<file path="config.mk">
export PLATFORM = sky130hd
export DESIGN_NAME = axi_lite_pattern_master
export DESIGN_NICKNAME = d
export VERILOG_FILES = /design/src/rtl/axi_lite_pattern_master.sv
export SDC_FILE = /design/constraint.sdc
export NUM_CORES = 1
export LEC_CHECK = 0
export BUFFER_PORTS_ARGS = -buffer_cell sky130_fd_sc_hd__buf_2
export CORE_ASPECT_RATIO = 1.25
export CORE_MARGIN = 2
export CORE_UTILIZATION = 45
export DETAILED_ROUTE_END_ITERATION = 7
export GPL_TIMING_DRIVEN = 0
export PLACE_DENSITY = 0.78
export SETUP_SLACK_MARGIN = 0.3
export SLEW_MARGIN = 20
export SYNTH_ARGS = -nofsm -noshare
export SYNTH_HDL_FRONTEND = slang
export SYNTH_SLANG_ARGS = --single-unit
</file>
<file path="constraint.sdc">
create_clock -name ACLK -period 2.45 [get_ports ACLK]
set_clock_uncertainty 0.15 [all_clocks]
set_input_delay 0 -clock ACLK [delete_from_list [all_inputs] [get_ports ACLK]]
set_output_delay 0 -clock ACLK [all_outputs]
set_load 0.01 [all_outputs]
</file>
<file path="src/rtl/axi_lite_pattern_master.sv">
// AXI4-Lite pattern generator/checker: writes SEED+i over an address window, reads it back, counts failed beats.
// Optional watchdog (TIMEOUT port) enabled with `define AXI_LITE_TIMEOUT_EN.
module axi_lite_pattern_master #(
    parameter int C_M_AXI_ADDR_WIDTH = 32,
    parameter int C_M_AXI_DATA_WIDTH = 32,
    parameter int C_TXN_COUNT = 4,
    parameter logic [C_M_AXI_ADDR_WIDTH-1:0] C_BASE_ADDR = {C_M_AXI_ADDR_WIDTH{1'b0}},
    parameter int C_ADDR_STRIDE = 4,
    parameter int C_TIMEOUT_CYCLES = 1024
) (
    input  logic                              ACLK,
    input  logic                              ARESET,
    input  logic                              INIT_AXI_TXN,
    input  logic [1:0]                        MODE,
    input  logic [C_M_AXI_DATA_WIDTH-1:0]     SEED,
    output logic                              TXN_DONE,
    output logic                              ERROR,
    output logic [7:0]                        ERR_COUNT,
    output logic                              BUSY,
`ifdef AXI_LITE_TIMEOUT_EN
    output logic                              TIMEOUT,
`endif
    output logic [C_M_AXI_ADDR_WIDTH-1:0]     M_AXI_AWADDR,
    output logic [2:0]                        M_AXI_AWPROT,
    output logic                              M_AXI_AWVALID,
    input  logic                              M_AXI_AWREADY,
    output logic [C_M_AXI_DATA_WIDTH-1:0]     M_AXI_WDATA,
    output logic [C_M_AXI_DATA_WIDTH/8-1:0]   M_AXI_WSTRB,
    output logic                              M_AXI_WVALID,
    input  logic                              M_AXI_WREADY,
    input  logic [1:0]                        M_AXI_BRESP,
    input  logic                              M_AXI_BVALID,
    output logic                              M_AXI_BREADY,
    output logic [C_M_AXI_ADDR_WIDTH-1:0]     M_AXI_ARADDR,
    output logic [2:0]                        M_AXI_ARPROT,
    output logic                              M_AXI_ARVALID,
    input  logic                              M_AXI_ARREADY,
    input  logic [C_M_AXI_DATA_WIDTH-1:0]     M_AXI_RDATA,
    input  logic [1:0]                        M_AXI_RRESP,
    input  logic                              M_AXI_RVALID,
    output logic                              M_AXI_RREADY
);
    localparam int AW = C_M_AXI_ADDR_WIDTH;
    localparam int DW = C_M_AXI_DATA_WIDTH;
    localparam logic [7:0]    LAST_IDX = 8'(C_TXN_COUNT - 1);
    localparam logic [AW-1:0] STRIDE   = AW'(C_ADDR_STRIDE);
    localparam logic [DW-1:0] ONE      = {{(DW-1){1'b0}}, 1'b1};
    localparam logic [1:0] MODE_INTERLEAVE = 2'b00;
    localparam logic [1:0] MODE_RD_ONLY    = 2'b10;
    localparam logic [1:0] MODE_WR_THEN_RD = 2'b11;

    typedef enum logic [2:0] {
        S_IDLE    = 3'd0,
        S_WR_REQ  = 3'd1,
        S_WR_RESP = 3'd2,
        S_RD_REQ  = 3'd3,
        S_RD_RESP = 3'd4,
        S_DONE    = 3'd5
    } state_t;

    state_t          state_q, state_d;
    logic            init_q;
    logic [1:0]      mode_q, mode_d;
    logic [DW-1:0]   seed_q, seed_d;
    logic [7:0]      idx_q, idx_d;
    logic [AW-1:0]   addr_q, addr_d;
    logic [DW-1:0]   data_q, data_d;
    logic            awvalid_q, awvalid_d, wvalid_q, wvalid_d, arvalid_q, arvalid_d;
    logic            bready_q, bready_d, rready_q, rready_d;
    logic            done_q, done_d, busy_q, busy_d, error_q, error_d;
    logic [7:0]      err_cnt_q, err_cnt_d;
    logic            start_s, start_acc_s, last_s, err_inc_s;
`ifdef AXI_LITE_TIMEOUT_EN
    localparam logic [15:0] TMO_LAST = 16'(C_TIMEOUT_CYCLES - 1);
    logic [15:0]     tmo_cnt_q, tmo_cnt_d;
    logic            timeout_q, timeout_d, active_s, tmo_hit_s;
`endif

    // Next-state, handshake tracking, pattern advance and error accounting
    always_comb begin
        state_d   = state_q;
        mode_d    = mode_q;
        seed_d    = seed_q;
        idx_d     = idx_q;
        addr_d    = addr_q;
        data_d    = data_q;
        awvalid_d = awvalid_q;
        wvalid_d  = wvalid_q;
        arvalid_d = arvalid_q;
        bready_d  = bready_q;
        rready_d  = rready_q;
        err_inc_s = 1'b0;
        start_s   = INIT_AXI_TXN && !init_q;
        start_acc_s = start_s && ((state_q == S_IDLE) || (state_q == S_DONE));
        last_s    = (idx_q == LAST_IDX);
        case (state_q)
            S_IDLE, S_DONE: begin
                if (start_acc_s) begin
                    mode_d = MODE;
                    seed_d = SEED;
                    idx_d  = 8'd0;
                    addr_d = C_BASE_ADDR;
                    data_d = SEED;
                    if (MODE == MODE_RD_ONLY) begin
                        state_d   = S_RD_REQ;
                        arvalid_d = 1'b1;
                    end else begin
                        state_d   = S_WR_REQ;
                        awvalid_d = 1'b1;
                        wvalid_d  = 1'b1;
                    end
                end else begin
                    state_d = state_q;
                end
            end
            S_WR_REQ: begin
                // each channel retires on its own handshake; move on once both have
                awvalid_d = awvalid_q && !M_AXI_AWREADY;
                wvalid_d  = wvalid_q && !M_AXI_WREADY;
                if (!awvalid_d && !wvalid_d) begin
                    state_d  = S_WR_RESP;
                    bready_d = 1'b1;
                end else begin
                    state_d = S_WR_REQ;
                end
            end
            S_WR_RESP: begin
                if (M_AXI_BVALID) begin
                    bready_d  = 1'b0;
                    err_inc_s = (M_AXI_BRESP != 2'b00);
                    if (mode_q == MODE_INTERLEAVE) begin
                        state_d   = S_RD_REQ;
                        arvalid_d = 1'b1;
                    end else if (!last_s) begin
                        idx_d     = idx_q + 8'd1;
                        addr_d    = addr_q + STRIDE;
                        data_d    = data_q + ONE;
                        state_d   = S_WR_REQ;
                        awvalid_d = 1'b1;
                        wvalid_d  = 1'b1;
                    end else if (mode_q == MODE_WR_THEN_RD) begin
                        idx_d     = 8'd0;
                        addr_d    = C_BASE_ADDR;
                        data_d    = seed_q;
                        state_d   = S_RD_REQ;
                        arvalid_d = 1'b1;
                    end else begin
                        state_d = S_DONE;
                    end
                end else begin
                    state_d = S_WR_RESP;
                end
            end
            S_RD_REQ: begin
                if (M_AXI_ARREADY) begin
                    arvalid_d = 1'b0;
                    rready_d  = 1'b1;
                    state_d   = S_RD_RESP;
                end else begin
                    state_d = S_RD_REQ;
                end
            end
            S_RD_RESP: begin
                if (M_AXI_RVALID) begin
                    rready_d  = 1'b0;
                    err_inc_s = (M_AXI_RRESP != 2'b00) || (M_AXI_RDATA != data_q);
                    if (last_s) begin
                        state_d = S_DONE;
                    end else begin
                        idx_d  = idx_q + 8'd1;
                        addr_d = addr_q + STRIDE;
                        data_d = data_q + ONE;
                        if (mode_q == MODE_INTERLEAVE) begin
                            state_d   = S_WR_REQ;
                            awvalid_d = 1'b1;
                            wvalid_d  = 1'b1;
                        end else begin
                            state_d   = S_RD_REQ;
                            arvalid_d = 1'b1;
                        end
                    end
                end else begin
                    state_d = S_RD_RESP;
                end
            end
            default: begin
                state_d   = S_IDLE;
                awvalid_d = 1'b0;
                wvalid_d  = 1'b0;
                arvalid_d = 1'b0;
                bready_d  = 1'b0;
                rready_d  = 1'b0;
            end
        endcase
`ifdef AXI_LITE_TIMEOUT_EN
        active_s  = (state_q != S_IDLE) && (state_q != S_DONE);
        tmo_hit_s = active_s && (tmo_cnt_q >= TMO_LAST);
        if (tmo_hit_s) begin
            state_d   = S_DONE;
            awvalid_d = 1'b0;
            wvalid_d  = 1'b0;
            arvalid_d = 1'b0;
            bready_d  = 1'b0;
            rready_d  = 1'b0;
            err_inc_s = 1'b1;
            timeout_d = 1'b1;
        end else if (start_acc_s) begin
            timeout_d = 1'b0;
        end else begin
            timeout_d = timeout_q;
        end
        tmo_cnt_d = (active_s && (state_d == state_q)) ? (tmo_cnt_q + 16'd1) : 16'd0;
`endif
        if (start_acc_s) begin
            err_cnt_d = 8'd0;
        end else if (err_inc_s && (err_cnt_q != 8'hFF)) begin
            err_cnt_d = err_cnt_q + 8'd1;
        end else begin
            err_cnt_d = err_cnt_q;
        end
        error_d = (err_cnt_d != 8'd0);
        done_d  = (state_d == S_DONE);
        busy_d  = (state_d != S_IDLE) && (state_d != S_DONE);
    end

    // State and registered outputs, synchronous reset
    always_ff @(posedge ACLK) begin
        if (ARESET) begin
            state_q   <= S_IDLE;
            init_q    <= 1'b0;
            mode_q    <= 2'b00;
            seed_q    <= {DW{1'b0}};
            idx_q     <= 8'd0;
            addr_q    <= {AW{1'b0}};
            data_q    <= {DW{1'b0}};
            awvalid_q <= 1'b0;
            wvalid_q  <= 1'b0;
            arvalid_q <= 1'b0;
            bready_q  <= 1'b0;
            rready_q  <= 1'b0;
            done_q    <= 1'b0;
            busy_q    <= 1'b0;
            error_q   <= 1'b0;
            err_cnt_q <= 8'd0;
`ifdef AXI_LITE_TIMEOUT_EN
            tmo_cnt_q <= 16'd0;
            timeout_q <= 1'b0;
`endif
        end else begin
            state_q   <= state_d;
            init_q    <= INIT_AXI_TXN;
            mode_q    <= mode_d;
            seed_q    <= seed_d;
            idx_q     <= idx_d;
            addr_q    <= addr_d;
            data_q    <= data_d;
            awvalid_q <= awvalid_d;
            wvalid_q  <= wvalid_d;
            arvalid_q <= arvalid_d;
            bready_q  <= bready_d;
            rready_q  <= rready_d;
            done_q    <= done_d;
            busy_q    <= busy_d;
            error_q   <= error_d;
            err_cnt_q <= err_cnt_d;
`ifdef AXI_LITE_TIMEOUT_EN
            tmo_cnt_q <= tmo_cnt_d;
            timeout_q <= timeout_d;
`endif
        end
    end

    assign TXN_DONE      = done_q;
    assign BUSY          = busy_q;
    assign ERROR         = error_q;
    assign ERR_COUNT     = err_cnt_q;
`ifdef AXI_LITE_TIMEOUT_EN
    assign TIMEOUT       = timeout_q;
`endif
    assign M_AXI_AWADDR  = addr_q;
    assign M_AXI_ARADDR  = addr_q;
    assign M_AXI_AWPROT  = 3'b000;
    assign M_AXI_ARPROT  = 3'b000;
    assign M_AXI_WDATA   = data_q;
    assign M_AXI_WSTRB   = {(DW/8){1'b1}};
    assign M_AXI_AWVALID = awvalid_q;
    assign M_AXI_WVALID  = wvalid_q;
    assign M_AXI_ARVALID = arvalid_q;
    assign M_AXI_BREADY  = bready_q;
    assign M_AXI_RREADY  = rready_q;
endmodule

</file>
# Word-level counts from Yosys, hierarchy flattened
# Index checks and enable logic that the tools add are counted.
[word_totals]
elab_cells = 149
regBits = 126
inputBits = 78
output_inout_bits = 122
[op_classes]
n_addsub = 4
eq_ne = 27
muxes = 68
reduce_logical = 30
bitwise_logic = 4
[op_table]
columns = ["op", "count"]
rows = [
  ["32-bit 2-to-1 mux", 14],
  ["32-bit one-hot mux with 3 select lines", 2],
  ["8-bit 2-to-1 mux", 9],
  ["32-bit by 1-bit adder with 32-bit output, second input constant", 1],
  ["32-bit by 3-bit adder with 32-bit output, second input constant", 1],
  ["32-bit != test", 1],
  ["1-bit 2-to-1 mux", 24],
  ["3-bit 2-to-1 mux", 8],
  ["2-bit != test, second input constant", 12],
  ["8-bit one-hot mux with 3 select lines", 1],
  ["8-bit by 1-bit adder with 8-bit output, second input constant", 2],
  ["1-bit one-hot mux with 5 select lines", 3],
  ["3-bit one-hot mux with 5 select lines", 1],
  ["3-bit != test, second input constant", 4],
  ["10-bit AND reduction", 1],
  ["3-bit equality test, second input constant", 3],
  ["9-bit AND reduction", 1],
  ["8-bit by 2-bit equality test with 1-bit output, second input constant", 1],
  ["8-bit != test, second input constant", 1],
  ["8-bit nonzero test", 1],
  ["4-bit OR reduction", 2],
  ["1-bit logical AND", 7],
  ["7-bit AND reduction", 1],
  ["3-bit by 2-bit equality test with 1-bit output, second input constant", 2],
  ["other kinds (15)", 30],
]

# Longest topological paths before layout
# Gate-level depths: netlist (run 1).
[depth]
ltp_word = 8
ltp_mapped = 11
mapped_depth_nobuf = 9

# Least setup slack after synthesis (run 1)
# OpenSTA, ideal clock, no wires.
[synth_timing]
path_type = "reg-to-reg"
start = "register addr_q[5] (netlist: M_AXI_ARADDR[5])"
end = "register addr_q[31] (netlist: M_AXI_ARADDR[31])"
arrival_ns = 2.039
synth_period_minus_slack_ns = 2.304
path_stages_with_launch = 8
t_required_ns = 2.185
path_buffers = 0
path_slack_ns = 0.146
setup_time_ns = 0.115
cell_sequence = "dfxtp_1 > and4_4 > nand4_4 > or4_4 > a211o_4 > nor4_4 > xnor2_1 > nor2_2"
[synth_via]
elab_chain_cells = 5
elab_cells_between_ends = 7
cone_classes = "1 x add/sub; 6 x mux"
[synth_lines]
columns = ["element", "line", "source"]
rows = [
  ["start, declared", "66", "logic [AW-1:0] addr_q, addr_d;"],
  ["start signal, assigned", "234", "addr_q <= {AW{1'b0}};"],
  ["start signal, assigned", "255", "addr_q <= addr_d;"],
  ["32-bit by 3-bit adder with 32-bit output (*)", "136, 171", ""],
  ["32-bit 2-to-1 mux", "134", "end else if (!last_s) begin"],
  ["32-bit 2-to-1 mux", "131", "if (mode_q == MODE_INTERLEAVE) begin"],
  ["32-bit 2-to-1 mux", "128", "if (M_AXI_BVALID) begin"],
  ["32-bit one-hot mux with 3 select lines (*)", "96", "case (state_q)"],
]
# Mark *: on every way between the ends. The rest lies on a longest branch, timed or not. The select of a mux whose other input is x is not followed.
# A chain may end at the register's enable or synchronous reset.

# Worst setup path after layout (run 1)
[layout_timing]
start = "register idx_q[2]"
end = "register addr_q[30] (netlist: M_AXI_ARADDR[30])"
[layout_via]
elab_chain_cells = 5
elab_cells_between_ends = 8
cone_classes = "3 x eq/ne; 4 x mux; 1 x reduce/logical"
[layout_lines]
columns = ["element", "line", "source"]
rows = [
  ["start, declared", "65", "logic [7:0] idx_q, idx_d;"],
  ["start signal, assigned", "254", "idx_q <= idx_d;"],
  ["8-bit by 2-bit equality test with 1-bit output (*)", "95", "last_s = (idx_q == LAST_IDX);"],
  ["32-bit 2-to-1 mux", "134", ""],
  ["32-bit 2-to-1 mux", "131", ""],
  ["32-bit 2-to-1 mux", "128", ""],
  ["32-bit one-hot mux with 3 select lines", "96", ""],
]
# Marks and branches as above.

==> flow_metrics.env, run 1 <==
export IMPL_place_ws_ps=-492
export IMPL_synth_seq_area_share_pct=34.0
export IMPL_area_delta_synth_final_pct=63.5
export IMPL_status="finished with violations"
export IMPL_die_area_um2=17200
export IMPL_finalCritPeriodShare_pct=107
export IMPL_rsz0062_at_grt="yes"
export IMPL_final_nets=1351
export IMPL_r2r_setup_slack_ps=-170
export IMPL_ys_top_cells_by_count="nand2_1 (126), dfxtp_1 (124), a21oi_1 (97), nor2_1 (77), xnor2_1 (51)"
export IMPL_critPathMaxFanout=7
export IMPL_synth_edff_count=0
export IMPL_drcViolationCount=11
export IMPL_antenna_found_initial=0
export IMPL_cts_tree="built"
export IMPL_place_gp_congestion=0.976
export IMPL_maxSlewHeadroom_pct=35.1
export IMPL_synth_avg_cell_area_um2=7.78
export IMPL_avgRoutedWirePerCell_um=23.7
export IMPL_clk_latency_ps=440
export IMPL_powerDensity_nw_per_um2=738
export IMPL_root_buffer="clkbuf_16"
export IMPL_cts_buffer_depth=2
export IMPL_ys_seq_elements=124
export IMPL_critPathArrivalTime_ps=2820
export IMPL_fin_crit_ps=2620
export IMPL_drtAntennaViolNets=0
export IMPL_critPathKind="reg2reg"
export IMPL_crit_required_ps=2660
export IMPL_htree_levels=4
export IMPL_clock_sinks=124
export IMPL_start_util_pct=45.6
export IMPL_numCtsBuffers=17
export IMPL_grt_util_met2_pct=58.0
export IMPL_synthFlopType="dfxtp_1"
export IMPL_grt_max_degree=17
export IMPL_final_cells=1496
export IMPL_nFillCells=1035
export IMPL_final_hold_violation_count=0
export IMPL_overflow=0
export IMPL_synthCells=937
export IMPL_drive_gt1_share_pct=47.3
export IMPL_synth_distinct_cells=74
export IMPL_power_total_mw=8.80
export IMPL_synth_most_common_cell="nand2_1"
export IMPL_via_count=9615
export IMPL_busiest_layer="met2"
export IMPL_grt_pass1_vias=8733
export IMPL_synthTopCellsByArea="dfxtp_1 (34%), a21oi_1 (6.7%), nand2_1 (6.5%)"
export IMPL_yosysWarnings=0
export IMPL_violations="design-rule violations, negative setup slack"
export IMPL_dpl_cell_count=1350
export IMPL_met3_usage_pct=10.0
export IMPL_postLayoutSetupSlackWorst_ps=-168
export IMPL_worstMarginPinSlew_ps=974
export IMPL_place_hpwl_um=18100
export IMPL_io_buffers=185
export IMPL_power_leakage_nw=4.94
export IMPL_final_setup_viol_count=49
export IMPL_clk_pin_slew_ps=70
export IMPL_critPathCaptureType="register"
export IMPL_synth_async_reset_ratio_pct=0
export IMPL_grtUsageMet1_pct=39.0
export IMPL_synth_largest_area_cell="dfxtp_1"
export IMPL_core_um2=16000
export IMPL_maxCapViolations=0
export IMPL_routed_wl_um=35400
export IMPL_grt_pass1_wl_um=47100
export IMPL_grt_use_total_pct=34.8
export IMPL_drt_iter0_drc=1447
export IMPL_pin_count=200
export IMPL_fp_dieW_um=118
export IMPL_worst_setup_path_start_kind="register"
export IMPL_fp_dieH_um=146
export IMPL_whs_ps=43.3
export IMPL_holdCritPathClass="in2reg"
export IMPL_viasPerCell=6.43
export IMPL_ir_worst_vdd_mv=0.565
export IMPL_fp_row_count=52
export IMPL_firstDrtPassIters=8
export IMPL_antenna_cells=0
export IMPL_synth_area_um2=7290
export IMPL_final_util_pct=74.5
export IMPL_yosysTopAreaCellShare_pct=34.0
export IMPL_drv_slew=0
export IMPL_max_freq_mhz=382
[placed cells by master, fill, tap and decap left out, types with 8 or more instances in the layout]
cell type	count
buf_2	188
nand2_1	114
dfxtp_1	89
buf_4	85
a21oi_1	64
nor2_1	51
dlygate4sd3_1	39
xnor2_1	34
nand3_1	32
buf_6	30
xor2_1	24
a21oi_2	24
nand4_1	23
o21ai_0	21
dfxtp_4	18
dfxtp_2	17
nor2_4	17
clkbuf_16	17
clkbuf_1	16
nor3_1	14
conb_1	14
and3_1	13
inv_1	12
o211ai_1	11
nor2_2	11
nor3_4	10
o21ai_2	10
a21oi_4	9
buf_12	9
a211oi_1	9
xnor2_2	9
clkbuf_8	8
clkbuf_4	8
o22ai_1	8
xnor2_4	8
o21ai_1	8
[cell families (layout without fill, tap and decap cells)]
family                   after synthesis  after routing  synth area share, %
buffers and inverters                116            447                 9.01
other                                  2             14                0.103
flip-flops                           124            124                 34.0
XOR/XNOR                              81             81                 9.73
AND/OR/NAND/NOR                      371            371                 25.4
adder cells (fa/ha/maj)                6              6                 1.03
AO/OA/AOI/OAI                        236            236                 20.5
multiplexers                           1              1                0.137
[sequential cells by signal (all words and copies together) (netlist names), 2 cells and up]
signal,cells
mode_q,2
M_AXI_WDATA,32
seed_q,32
state_q,3
ERR_COUNT,8
M_AXI_ARADDR,30
idx_q,8
[metal layers]
layer / vias up / share of wire (%)
li1: 3941 / -
met1: 4373 / 33
met2: 949 / 45
met3: 352 / 12
met4: 0 / 9.7
met5: - / 0
[worst max-delay path, cell delays in order, from the launching register on]
cell      delay (ps)
dfxtp_1          560
nor3_4           130
a211oi_2         280
o31ai_4          130
buf_4            160
a21oi_4          190
buf_6            200
buf_12           130
nand2_2           70
or3_1            340
a21oi_1          190
[cell type report]
| cell class | count | area [um^2] | area share [%] |
|---|---|---|---|
| Tap cell | 216 | 270 | 2.27 |
| Multi-Input combinational cell | 709 | 5420 | 45.4 |
| Buffer | 103 | 857 | 7.19 |
| Sequential cell | 124 | 2570 | 21.6 |
| Timing Repair Buffer | 299 | 2150 | 18.0 |
| Inverter | 13 | 53.8 | 0.451 |
| Clock inverter | 14 | 173 | 1.45 |
| Clock buffer | 18 | 429 | 3.60 |
[timing repair]
| item | CTS | global route |
|---|---|---|
| buffers inserted | 46 | 21 |
| pin swaps | 68 | 52 |
| resized for setup | 224 | 168 |
| cloned | 8 | 0 |
| hold buffers | 39 | 0 |
| endpoints found under the setup margin | 116 | 115 |
| endpoints found under the hold margin | 73 | 0 |
[final timing paths]
check                from               end  cells past startpoint
min          M_AXI_BVALID        state_q[2]                      5
max reg2reg      idx_q[2]  M_AXI_ARADDR[30]                     10
max              idx_q[2]  M_AXI_ARADDR[30]                     10
min reg2reg    seed_q[24]        seed_q[24]                      2
[report_power, final]
part	switching [mW]	internal [mW]	total, mW	leakage [nW]
registers	0.394	2.26	2.66	1.03
clock network	1.09	1.60	2.69	0.279
logic	1.84	1.61	3.45	3.63
total	3.32	5.47	8.80	4.94
[metrics by stage]
| step | instance area, um^2 | setup TNS, ps |
|---|---|---|
| finish | 11900 | -2870 |
| global route | 11900 | -7070 |
| CTS | 11000 | 0 |
| detailed placement | 8620 | -22140 |
| global placement | 8620 | -22710 |
| floorplan | 7420 | 0 |
No activity file was read; power rests on OpenSTA's default activity.
==> run 2, diff against run 1 <==
--- a/config.mk
+++ b/config.mk
@@ -11,7 +11,7 @@
 export CORE_UTILIZATION = 45
 export DETAILED_ROUTE_END_ITERATION = 7
 export GPL_TIMING_DRIVEN = 0
-export PLACE_DENSITY = 0.78
+export PLACE_DENSITY_LB_ADDON = 0.15
 export SETUP_SLACK_MARGIN = 0.3
 export SLEW_MARGIN = 20
 export SYNTH_ARGS = -nofsm -noshare
==> run 2 against run 1 <==
Against the previous run: the flow finishes with violations (negative setup slack); wire length down 13%; first-iteration DRC count down 37%; critical path depth up 2; utilization up 0.68 points; worst setup slack better by 100 ps; die area unchanged; fmax up 4.0%; sequential cell count unchanged; largest power group unchanged.
==> flow_metrics.env, run 2 (synthesized netlist as in run 1, its figures left out) <==
export IMPL_overflow=0
export IMPL_p_sw_share_pct=35.1
export IMPL_maxSlewHeadroom_pct=37.5
export IMPL_met1_length_um=11200
export IMPL_drtAntennaViolNets=0
export IMPL_drt_iter0_drc=917
export IMPL_status="finished with violations"
export IMPL_final_area_um2=12000
export IMPL_place_gp_congestion=0.917
export IMPL_ir_worst_vdd_mv=0.521
export IMPL_critPathArrivalTime_ps=2720
export IMPL_clk_latency_ps=440
export IMPL_fp_dieW_um=118
export IMPL_dpl_cell_area_um2=8630
export IMPL_dpl_cell_count=1350
export IMPL_viasPerCell=5.88
export IMPL_htree_levels=4
export IMPL_grt_pass1_wl_um=41800
export IMPL_root_buffer="clkbuf_16"
export IMPL_final_setup_viol_count=13
export IMPL_firstDrtPassIters=6
export IMPL_numCtsBuffers=17
export IMPL_power_leakage_nw=5.12
export IMPL_area_delta_synth_final_pct=65.0
export IMPL_avgRoutedWirePerCell_um=20.3
export IMPL_critPathMaxFanout=10
export IMPL_grt_pass1_vias=7830
export IMPL_wl_met2_um=14600
export IMPL_io_buffers=185
export IMPL_pin_count=200
export IMPL_pwr_share_seq_pct=29.5
export IMPL_clk_pin_slew_ps=60
export IMPL_final_cells=1515
export IMPL_drcViolationCount=0
export IMPL_setup_tns_ps=-375
export IMPL_whs_ps=27.2
export IMPL_internal_power_mw=5.77
export IMPL_grt_max_degree=17
export IMPL_clock_sinks=124
export IMPL_powerDensity_nw_per_um2=739
export IMPL_routed_wl_um=30700
export IMPL_pwr_share_clk_pct=30.2
export IMPL_max_freq_mhz=397
export IMPL_crit_required_ps=2650
export IMPL_worst_setup_path_start_kind="register"
export IMPL_cts_buffer_depth=2
export IMPL_cts_tree="built"
export IMPL_final_nets=1370
export IMPL_routed_top_layer="met4"
export IMPL_final_hold_violation_count=0
export IMPL_critPathKind="reg2reg"
export IMPL_wl_met3_um=2880
export IMPL_p_switching_mw=3.12
export IMPL_fp_row_count=52
export IMPL_drive_gt1_share_pct=46.8
export IMPL_core_um2=16000
export IMPL_fin_crit_ps=2520
export IMPL_fp_dieH_um=146
export IMPL_pwr_share_comb_pct=40.2
export IMPL_antenna_cells=0
export IMPL_postLayoutSetupSlackWorst_ps=-68.3
export IMPL_maxCapViolations=0
export IMPL_place_hpwl_um=18300
export IMPL_drv_slew=0
export IMPL_start_util_pct=45.6
export IMPL_grt_use_total_pct=31.0
export IMPL_antenna_found_initial=0
export IMPL_violations="negative setup slack"
export IMPL_final_cell_mix="buf_2 (187), nand2_1 (117), buf_4 (102)"
export IMPL_critPathCaptureType="register"
export IMPL_via_count=8909
export IMPL_finalCritPeriodShare_pct=103
export IMPL_holdCritPathClass="in2reg"
export IMPL_rsz0062_at_grt="yes"
export IMPL_worstMarginPinSlew_ps=937
export IMPL_die_area_um2=17200
export IMPL_layout_commonest_cell="buf_2"
==> run 2: power groups by stage <==
stage / registers [mW] / clock network, mW / logic, mW
6_report: 2.62 / 2.69 / 3.58
5_1_grt: 2.64 / 2.78 / 3.69
4_1_cts: 2.56 / 2.69 / 2.70
3_5_place_dp: 2.57 / 0 / 1.89
3_3_place_gp: 2.57 / 0 / 1.89
2_1_floorplan: 2.54 / 0 / 1.16
==> run 2: area by class of cell <==
type                       count  area (um^2)
fill                        1130         3980
buffer                       103          892
timing repair buffer         318         2370
clock inverter                10          138
multi-input combinational    709         5260
inverter                      13         53.8
tap                          216          270
clock buffer                  22          484
sequential                   124         2560
==> run 2: repair_timing <==
action,CTS,global route
hold endpoints to repair,73,0
cloned,8,5
resized for setup,191,170
buffers inserted,42,39
pin swaps,61,70
hold buffers,39,0
endpoints found under the setup margin,114,107
==> run 2: critical path, cell delays in order, from the launching register on <==
cell and delay (ps):
dfxtp_2 350, ha_4 140, nor4b_4 270, buf_4 170, nand3_2 80, o211ai_1 230, buf_4 170, a21o_1 140
buf_6 170, buf_12 150, buf_12 150, nand2_1 80, a21oi_1 170
==> run 2: worst paths after layout <==
path,cells past startpoint,slack [ps],to,startpoint
min,6,30,state_q[1],M_AXI_BVALID
max reg2reg,12,-70,M_AXI_ARADDR[3],idx_q[0]
min reg2reg,2,300,seed_q[20],seed_q[20]
max,12,-70,M_AXI_ARADDR[3],idx_q[0]
==> run 2: layer usage <==
| layer | global-route usage [%] | vias to the layer above |
|---|---|---|
| met5 | 0 | - |
| met4 | 17.7 | 0 |
| met3 | 6.56 | 191 |
| met2 | 52.8 | 658 |
| met1 | 36.1 | 4086 |
| li1 | - | 3974 |
==> run 2: through the flow <==
step | total power, mW | util [%] | setup slack (ps)
final | 8.89 | 75.2 | -68.3
after global routing | 9.12 | 75.2 | -135
after CTS | 7.95 | 67.6 | 98.5
after detailed placement | 4.46 | 53.9 | -591
after global placement | 4.45 | 53.9 | -648
after floorplan | 3.70 | - | 271
